**config.mk**
```make
export PLATFORM = sky130hd
export DESIGN_NAME = cordic_client
export DESIGN_NICKNAME = d
export VERILOG_FILES = /design/src/rtl/cordic_pkg.sv /design/src/rtl/cordic_rsp_fifo.sv /design/src/rtl/cordic_client.sv
export SDC_FILE = /design/constraint.sdc
export NUM_CORES = 1
export LEC_CHECK = 0
export BUFFER_PORTS_ARGS = -buffer_cell sky130_fd_sc_hd__buf_2
export CORE_MARGIN = 5
export CORE_UTILIZATION = 58
export CTS_CLUSTER_DIAMETER = 100
export DETAILED_ROUTE_END_ITERATION = 7
export GPL_ROUTABILITY_DRIVEN = 0
export PLACE_DENSITY = 0.77
export SYNTH_ARGS = -nofsm -noshare
export SYNTH_HDL_FRONTEND = slang
export SYNTH_SLANG_ARGS = --single-unit
```
**constraint.sdc**
```tcl
create_clock -name i_clk -period 8.2 [get_ports i_clk]
set_input_delay 0.82 -clock i_clk [delete_from_list [all_inputs] [get_ports i_clk]]
set_output_delay 0.82 -clock i_clk [all_outputs]
set_load 0.02 [all_outputs]
```
**src/rtl/cordic_pkg.sv**
```systemverilog
// cordic_pkg: shared widths, field layout, mode encodings and request packing for the CORDIC client
package cordic_pkg;
  localparam int TOTAL_WIDTH = 49;
  localparam int FIELD_WIDTH = 16;
  localparam int MODE_BIT = 48;
  localparam int X_LSB = 32;
  localparam int Y_LSB = 16;
  localparam int Z_LSB = 0;
  typedef enum logic {MODE_ROT = 1'b0, MODE_VEC = 1'b1} cordic_mode_e;
  function automatic logic [TOTAL_WIDTH-1:0] pack_req(
    input logic mode,
    input logic [FIELD_WIDTH-1:0] x,
    input logic [FIELD_WIDTH-1:0] y,
    input logic [FIELD_WIDTH-1:0] z
  );
    logic [TOTAL_WIDTH-1:0] w;
    w = '0;
    w[MODE_BIT] = mode;
    w[X_LSB +: FIELD_WIDTH] = x;
    w[Y_LSB +: FIELD_WIDTH] = y;
    w[Z_LSB +: FIELD_WIDTH] = z;
    return w;
  endfunction
endpackage

```
**src/rtl/cordic_rsp_fifo.sv**
```systemverilog
// cordic_rsp_fifo: first-word-fall-through response FIFO with full/empty and an overflow pulse
module cordic_rsp_fifo
  import cordic_pkg::*;
#(
  parameter int WIDTH = TOTAL_WIDTH,
  parameter int DEPTH = 8
) (
  input  logic             i_clk,
  input  logic             i_rst,
  input  logic             i_push,
  input  logic [WIDTH-1:0] i_data,
  input  logic             i_pop,
  output logic [WIDTH-1:0] o_data,
  output logic             o_full,
  output logic             o_empty,
  output logic             o_ovf
);
  localparam int AW = $clog2(DEPTH);
  localparam logic [AW:0] ONE = 1;
  logic [WIDTH-1:0] mem [DEPTH];
  logic [AW:0] wr_ptr, rd_ptr;
  logic do_push, do_pop;
  always_comb begin
    o_empty = wr_ptr == rd_ptr;
    o_full = (wr_ptr[AW] != rd_ptr[AW]) && (wr_ptr[AW-1:0] == rd_ptr[AW-1:0]);
    do_pop = i_pop && !o_empty;
    do_push = i_push && (!o_full || do_pop);
    o_ovf = i_push && o_full && !do_pop;
    o_data = mem[rd_ptr[AW-1:0]];
  end
  always_ff @(posedge i_clk) begin
    if (i_rst) begin
      wr_ptr <= '0;
      rd_ptr <= '0;
    end else begin
      if (do_push) wr_ptr <= wr_ptr + ONE;
      if (do_pop) rd_ptr <= rd_ptr + ONE;
    end
  end
  always_ff @(posedge i_clk) begin
    if (do_push && !i_rst) mem[wr_ptr[AW-1:0]] <= i_data;
  end
endmodule

```
**src/rtl/cordic_client.sv**
```systemverilog
// cordic_client: credit-limited host initiator that issues requests to the CORDIC core and returns its results in order
module cordic_client
  import cordic_pkg::*;
#(
  parameter int FIFO_DEPTH = 8
) (
  input  logic                   i_clk,
  input  logic                   i_rst,
  input  logic                   i_req_vld,
  output logic                   o_req_rdy,
  input  logic                   i_req_mode,
  input  logic [FIELD_WIDTH-1:0] i_req_x,
  input  logic [FIELD_WIDTH-1:0] i_req_y,
  input  logic [FIELD_WIDTH-1:0] i_req_z,
  output logic                   o_core_vld,
  output logic [TOTAL_WIDTH-1:0] o_core_data,
  input  logic                   i_core_vld,
  input  logic [TOTAL_WIDTH-1:0] i_core_data,
  output logic                   o_rsp_vld,
  input  logic                   i_rsp_rdy,
  output logic [TOTAL_WIDTH-1:0] o_rsp_data,
  output logic                   o_busy,
  output logic                   o_ovf
);
  localparam int CW = $clog2(FIFO_DEPTH + 1);
  localparam logic [CW-1:0] FULL_CRED = CW'(FIFO_DEPTH);
  logic [CW-1:0] cred;
  logic accept, pop, empty, full, ovf_pulse;
  always_comb begin
    o_req_rdy = cred != '0;
    accept = i_req_vld && o_req_rdy;
    pop = o_rsp_vld && i_rsp_rdy;
    o_busy = cred != FULL_CRED;
    o_rsp_vld = !empty;
  end
  always_ff @(posedge i_clk) begin
    if (i_rst) begin
      cred <= FULL_CRED;
      o_core_vld <= 1'b0;
      o_core_data <= '0;
      o_ovf <= 1'b0;
    end else begin
      cred <= cred - CW'(accept) + CW'(pop);
      o_core_vld <= accept;
      if (accept) o_core_data <= pack_req(i_req_mode, i_req_x, i_req_y, i_req_z);
      if (ovf_pulse && full) o_ovf <= 1'b1;
    end
  end
  cordic_rsp_fifo #(.WIDTH(TOTAL_WIDTH), .DEPTH(FIFO_DEPTH)) u_fifo (
    .i_clk  (i_clk),
    .i_rst  (i_rst),
    .i_push (i_core_vld),
    .i_data (i_core_data),
    .i_pop  (pop),
    .o_data (o_rsp_data),
    .o_full (full),
    .o_empty(empty),
    .o_ovf  (ovf_pulse)
  );
endmodule

```
Yosys cells after proc, flatten, opt, wreduce, memory -nomap -nowiden:

Memories as Yosys holds them, arrays and structs flattened. A register that Yosys moved wholly into a read port is not among the register bits.
Cells that the tools add are included.

* $add $sub $neg: 4
* multiply operators: 0
* divide/modulo/power cells: 0
* magnitude comparators: 0
* equality and inequality tests: 4
* shift operators: 0
* mux-type cells: 4
* bitwise logic cells: 0
* reductions and logical operators: 15

Operator list (number)
* logical AND 1 bit: 9
* adder 4 x 1 -> 4 bit (second input constant): 2
* two-way mux 3 bit: 2
* adder 4 x 1 -> 4 bit: 1
* equality test 4 bit: 1
* zero test 1 bit: 4
* != test 4 bit (second input constant): 1
* nonzero test 4 bit: 1
* subtractor 4 x 1 -> 4 bit: 1
* equality test 3 bit: 1
* two-way mux 1 bit: 2
* logical OR 1 bit: 1
* != test 1 bit: 1

* register bits: 63
* latch bits: 0
* RAM bits: 392
* bits in read-only memories: 0
* output and inout port bits: 103
* word-level logic and storage cells: 34
* memories: 1

Memory list
* u_fifo.mem: words 8, bits a word 49, rd ports 1, clocked after memory_dff 1, write ports 1, line cordic_rsp_fifo.sv:20 `logic [WIDTH-1:0] mem [DEPTH];`

Logic depth before layout (Yosys ltp):

Gate-level depths: netlist of the first run.

* word-level depth: 9
* depth in mapped cells: 13
* depth with buffers taken out: 12

Modules after synthesis:

Synthesis of the first run repeated with hierarchy kept, for this count alone.

* cells, all modules: 902
* area total of the unflattened synthesis: 17984.7 um^2

Modules (own cells, without submodules)
* cordic_rsp_fifo: instances 1, cells each 651, area each 15403.5 um^2, seq. area each 11991.5 um^2
* cordic_client: instances 1, cells each 251, area each 2581.2 um^2, seq. area each 1101.1 um^2

Worst setup path before layout of the first run:

Ideal clock, no wire load.

* path kind: input to register
* from: input port i_rsp_rdy
* to: memory u_fifo.mem[4][0] in the netlist's numbering, enable pin
* library setup time: 0.578 ns
* data arrival time: 5.852 ns
* required time: 7.622 ns
* setup slack: 1.770 ns
* stages: 3
* path buffers: 0
* cells stage by stage: nor2_1 a21boi_4 nor4bb_1

* longest elaborated chain between the ends: 7

Ends and longest elaborated chain
* start, declared: line cordic_client.sv:20 `input logic i_rsp_rdy,`
* logical AND 1 bit: line cordic_client.sv:32 `pop = o_rsp_vld && i_rsp_rdy;`
* logical AND 1 bit: line cordic_rsp_fifo.sv:26 `do_pop = i_pop && !o_empty;`
* logical OR 1 bit: line cordic_rsp_fifo.sv:27 `do_push = i_push && (!o_full || do_pop);`
* logical AND 1 bit: line cordic_rsp_fifo.sv:27
* logical AND 1 bit: line cordic_rsp_fifo.sv:41 `if (do_push && !i_rst) mem[wr_ptr[AW-1:0]] <= i_data;`
* two-way mux 1 bit: line cordic_rsp_fifo.sv:41
* two-way mux 1 bit (not written as such): line cordic_rsp_fifo.sv:41
* end, declared: line cordic_rsp_fifo.sv:20

Every way passes these cells.

==> flow_metrics.py, run 1 <==
metrics = {
    "run_status": {
        "status": "finished, final reports clean",
    },
    "placement": {
        "place.port_buffers": 205,
        "dp_hpwl_um": 19200,
        "place_area_mm2": 0.0187,
    },
    "flow_run": {
        "max_cap_violations": 0,
    },
    "clock_network": {
        "root_buffer": "clkbuf_16",
        "postCtsSetupBuffers": 0,
        "cts-buffers-inserted": 46,
        "ctsHoldBuffers": 0,
        "cts_tree": "yes",
        "cts-resized-gates": 0,
        "h-tree-depth": 2,
        "clock-sinks": 458,
        "clock_latency_ns": 0.53,
        "clk_path_buf_depth": 3,
        "clk_transition_reported_paths_ns": 0.06,
    },
    "synth": {
        "synth-compound-area-share": 0.0189,
        "syn_area_mm2": 0.0173,
        "synth_cell_types": 37,
        "synth.area.mux_share": 0.162,
        "synth_top_family_by_area": "multiplexers",
        "ys_ff_latch": 458,
        "syn_avg_cell_area_um2": 19.6,
        "synth_xor_area_frac": 0.00354,
        "syn_inst": 883,
        "synthAdderAreaFrac": 0.00694,
        "synth-warning-count": 0,
        "yosysSeqAreaShare": 0.756,
        "yosys_most_used_dff": "edfxtp_1",
        "synth_top_area_frac": 0.680,
        "synth_nets": 995,
        "async_flop_share": 0,
        "synth_edf_count": 392,
        "synthTopCellsByArea": "edfxtp_1 (68%), mux4_2 (13%), dfxtp_1 (7.6%)",
        "synthSimpleGateAreaFrac": 0.0349,
        "yosysTopAreaCell": "edfxtp_1",
    },
    "global_route": {
        "antenna_found_initial": 1,
        "top_usage_layer": "met2",
        "use_met3": 0.0492,
        "grt_pass1_vias": 9347,
        "grt_first_pass_wirelength_um": 53800,
        "grt-ovfl-total": 0,
        "grt_use_met1": 0.291,
        "grt_max_degree": 68,
        "gr-usage-met2": 0.346,
        "grt_use_total": 0.209,
    },
    "floorplanning": {
        "placementRows": 63,
        "io_pins": 206,
        "die_area_mm2": 0.0334,
        "coreArea_mm2": 0.0296,
        "die_y_um": 183,
        "start_util": 0.586,
        "die_w_um": 183,
    },
    "sta": {
        "clock.fmax_mhz": 218,
        "rsz0062_at_grt": "false",
        "finalHoldViolCount": 0,
        "setup_viol": 0,
        "fin_skew_ns": 0.0132,
        "setup_tns_ns": 0,
        "finalMaxSlewViolations": 0,
        "max_slew_margin": 0.410,
        "min_period_ns": 4.59,
        "tightest_slew_ns": 0.885,
        "post-route-period-util": 0.559,
    },
    "route": {
        "via_count": 8811,
        "avgRoutedWirePerCell_um": 22.6,
        "drtPass1Iterations": 4,
        "totalWireLength_um": 34500,
        "ant_nets": 0,
        "drt_iter0_drc": 642,
        "drc": 0,
        "via_per_inst": 5.77,
    },
    "power_and_ir_drop": {
        "power_density_mw_per_mm2": 270,
        "total_leakage_power_nw": 6.92,
        "vdd_drop_max_v": 0.000212,
    },
    "critical_path": {
        "critPathLaunchType": "flip-flop",
        "worstPathMaxFanout": 37,
        "worstSetupPathType": "flip-flop to output port",
        "endpoint_kind": "output port",
        "critPathArrivalTime_ns": 3.77,
        "required_ns": 7.38,
    },
    "finish": {
        "fin_area_mm2": 0.0201,
        "diodes": 0,
        "drive_gt1_frac": 0.391,
        "nets": 1216,
        "area_growth_pct": 16.3,
    },
    "worst_hold_path": {
        "hp-class": "flip-flop to flip-flop",
    },
}
-- where the power goes --
| group | internal [mW] | switching (mW) | leakage, nW |
|---|---|---|---|
| registers | 2.60 | 0.0701 | 4.09 |
| clock network | 1.15 | 0.808 | 0.694 |
| logic | 0.372 | 0.434 | 2.14 |
| total | 4.12 | 1.31 | 6.92 |
-- cell families (layout without fill, tap and decap cells) --
group,after synthesis,in the layout
buffers and inverters,58,312
AO/OA/AOI/OAI,60,60
adder cells (fa/ha/maj),9,9
XOR/XNOR,7,7
AND/OR/NAND/NOR,140,140
flip-flops,458,458
multiplexers,151,151
-- critical path, cell delays in order (launching register included) --
cell	delay (ns)
dfxtp_4	0.84
buf_4	0.59
buf_4	0.69
mux4_2	0.61
mux2_2	0.28
buf_2	0.16
-- worst paths after layout --
check	from	to	slack (ns)	depth (start not counted)
max	flip-flop	o_rsp_data[23]	3.61	5
min	o_core_data[35]	o_core_data[35]	0.45	2
max reg2reg	cred[2]	cred[2]	5.38	12
min reg2reg	o_core_data[35]	o_core_data[35]	0.45	2
-- synthesized netlist by cell type (2+ instances only) --
cell type  instances
a31oi_1            2
or3_1              3
buf_12             3
dfxtp_1           66
nor2b_1            3
inv_1             11
buf_2             17
a21oi_1           53
and3_1             4
xnor2_1            5
nand4_1            3
buf_1              3
mux4_2            98
ha_1               8
xor2_1             2
mux2_2            51
buf_6              2
nand2_1          105
nor2_1            13
mux2i_1            2
edfxtp_1         392
and3b_1            2
clkbuf_1          21
-- routing by layer --
metal | vias to the layer above | share of wire
li1 | 3936 | -
met1 | 4489 | 0.42
met2 | 341 | 0.49
met3 | 43 | 0.073
met4 | 2 | 0.015
met5 | - | 0.00032
-- flip-flops by register name (all words and copies together), names as in the netlist, named ones only --
| signal | cells |
|---|---|
| cred | 4 |
| o_core_data | 49 |
| o_core_vld | 1 |
| o_ovf | 1 |
| u_fifo.mem | 392 |
| u_fifo.rd_ptr | 4 |
| u_fifo.wr_ptr | 4 |
-- metrics by stage --
step / hold WS, ns / total power, mW / std cells / setup WS (ns) / util
global placement: 0.438 / 3.52 / 1446 / 4.10 / 0.633
floorplan: 0.468 / 3.32 / 883 / 1.77 / -
CTS: 0.451 / 5.50 / 1527 / 3.44 / 0.681
detailed placement: 0.443 / 3.54 / 1446 / 4.06 / 0.633
finish: 0.449 / 5.44 / 1527 / 3.61 / 0.681
global route: 0.469 / 5.68 / 1527 / 3.23 / 0.681
-- placed cells by master (no fill, tap or decap), drive strengths merged, types with 2 or more instances in the layout --
cell / instances
bufinv: 3
clkbuf: 59
mux4: 98
a31oi: 2
a21oi: 53
dfxtp: 66
mux2i: 2
inv: 13
nor2b: 3
nand4: 3
buf: 219
nand2: 105
nor2: 13
xor2: 2
and3: 4
clkinv: 17
edfxtp: 392
xnor2: 5
mux2: 51
and3b: 2
or3: 3
ha: 8
-- layout make-up --
type | instances | area [um2]
clock buffers | 59 | 1230
clock inverters | 22 | 185
fillers | 1893 | 9430
inverters | 12 | 45.0
multi-input cells | 367 | 3950
flip-flops and latches | 458 | 13100
well taps | 390 | 488
repair buffers | 219 | 1130
(Power assumes the default switching activity.)
==> inputs of run 2 (changes only) <==
==> constraint.sdc (replaced) <==
create_clock -name i_clk -period 4.7 [get_ports i_clk]
set_input_delay 0.47 -clock i_clk [delete_from_list [all_inputs] [get_ports i_clk]]
set_output_delay 0.47 -clock i_clk [all_outputs]
set_load 0.02 [all_outputs]
==> flow_metrics.py, run 2 (synthesized netlist as in run 1, its figures left out) <==
metrics = {
    "critical_path": {
        "critPathArrivalTime_ns": 2.91,
        "critPathLaunchType": "flip-flop",
        "required_ns": 4.23,
        "worstSetupPathType": "flip-flop to output port",
        "worstPathMaxFanout": 31,
        "endpoint_kind": "output port",
    },
    "route": {
        "via_count": 8841,
        "drtPass1Iterations": 4,
        "ant_nets": 0,
        "totalWireLength_um": 35700,
        "avgRoutedWirePerCell_um": 23.4,
        "drc": 0,
        "drt_iter0_drc": 806,
        "via_per_inst": 5.79,
    },
    "clock_network": {
        "cts_tree": "yes",
        "h-tree-depth": 2,
        "cts-buffers-inserted": 45,
        "root_buffer": "clkbuf_16",
        "clk_transition_reported_paths_ns": 0.06,
        "postCtsSetupBuffers": 0,
        "clock-sinks": 458,
        "clk_path_buf_depth": 3,
        "clock_latency_ns": 0.54,
        "ctsHoldBuffers": 0,
        "cts-resized-gates": 0,
    },
    "finish": {
        "layout.cells.most_common": "edfxtp_1",
        "ff_latch_area_mm2": 0.0131,
        "final_cell_mix": "edfxtp_1 (392), buf_2 (205), nand2_1 (105)",
        "area_growth_pct": 16.1,
        "nets": 1216,
        "drive_gt1_frac": 0.390,
        "nFillCells": 1863,
        "largest_reg_flops": 392,
        "multi_input_area_mm2": 0.00395,
    },
    "run_status": {
        "status": "finished, final reports clean",
    },
    "global_route": {
        "grt_use_total": 0.217,
        "grt_max_degree": 67,
        "grt_pass1_vias": 9388,
        "grt-ovfl-total": 0,
        "grt_first_pass_wirelength_um": 55200,
        "antenna_found_initial": 3,
    },
    "floorplanning": {
        "die_area_mm2": 0.0334,
        "placementRows": 63,
        "die_w_um": 183,
        "coreArea_mm2": 0.0296,
        "io_pins": 206,
        "die_y_um": 183,
        "start_util": 0.586,
    },
    "sta": {
        "fin_skew_ns": 0.0166,
        "post-route-period-util": 0.719,
        "finalMaxSlewViolations": 0,
        "tightest_slew_ns": 1.09,
        "finalHoldViolCount": 0,
        "clock.fmax_mhz": 296,
        "rsz0062_at_grt": "false",
        "setup_tns_ns": 0,
        "max_slew_margin": 0.272,
        "min_period_ns": 3.38,
        "setup_viol": 0,
    },
    "placement": {
        "place.port_buffers": 205,
        "dp_hpwl_um": 20100,
    },
    "power_and_ir_drop": {
        "power_density_mw_per_mm2": 468,
        "total_leakage_power_nw": 6.90,
        "p_total_mw": 9.41,
        "vdd_drop_max_v": 0.000340,
    },
    "worst_hold_path": {
        "hp-class": "input port to flip-flop",
    },
    "flow_run": {
        "max_cap_violations": 0,
    },
}
## run 2: final cells by class
type | instances | share of cell area
diodes | 1 | 0.000125
inverters | 12 | 0.00224
repair buffers | 220 | 0.0579
well taps | 390 | 0.0243
clock inverters | 20 | 0.00766
multi-input cells | 367 | 0.196
clock buffers | 59 | 0.0596
flip-flops and latches | 458 | 0.652
## run 2: stage by stage
stage	hold WS (ns)	utilization	instance area, um2	cells	worst slack [ns]
3_3_place_gp	0.438	0.634	18700	1447	1.78
5_1_grt	0.163	0.680	20100	1526	1.08
6_report	0.169	0.680	20100	1527	1.32
3_5_place_dp	0.444	0.634	18700	1447	1.70
4_1_cts	0.148	0.680	20100	1526	1.22
2_1_floorplan	0.468	-	17300	883	0.299
## run 2: path summary, 6_finish.rpt
check | from | endpoint | slack (ns) | depth (start not counted)
worst max register to register | u_fifo.wr_ptr[0] | u_fifo.mem[2][41] | 1.73 | 5
worst max-delay path | flip-flop | o_rsp_data[24] | 1.32 | 4
worst min register to register | o_core_data[13] | o_core_data[13] | 0.45 | 2
worst min-delay path | i_req_x[10] | o_core_data[42] | 0.17 | 3
## run 2: worst max-delay path, stage by stage (launching register included)
cell and delay (ns):
dfxtp_4 0.77, buf_4 0.54, mux4_2 0.57, mux2_2 0.29, buf_2 0.16
## run 2: power breakdown
part           switching, mW  total [mW]  internal (mW)
sequential             0.128        4.66           4.54
clock                   1.42        3.32           1.90
combinational          0.770        1.43          0.659
total                   2.32        9.41           7.10
## run 2: routing by layer
metal / track usage / part of all wire
met3: 0.0597 / 0.096
met5: 0 / 0.0011
met4: 0.0492 / 0.020
met2: 0.361 / 0.50
met1: 0.292 / 0.38
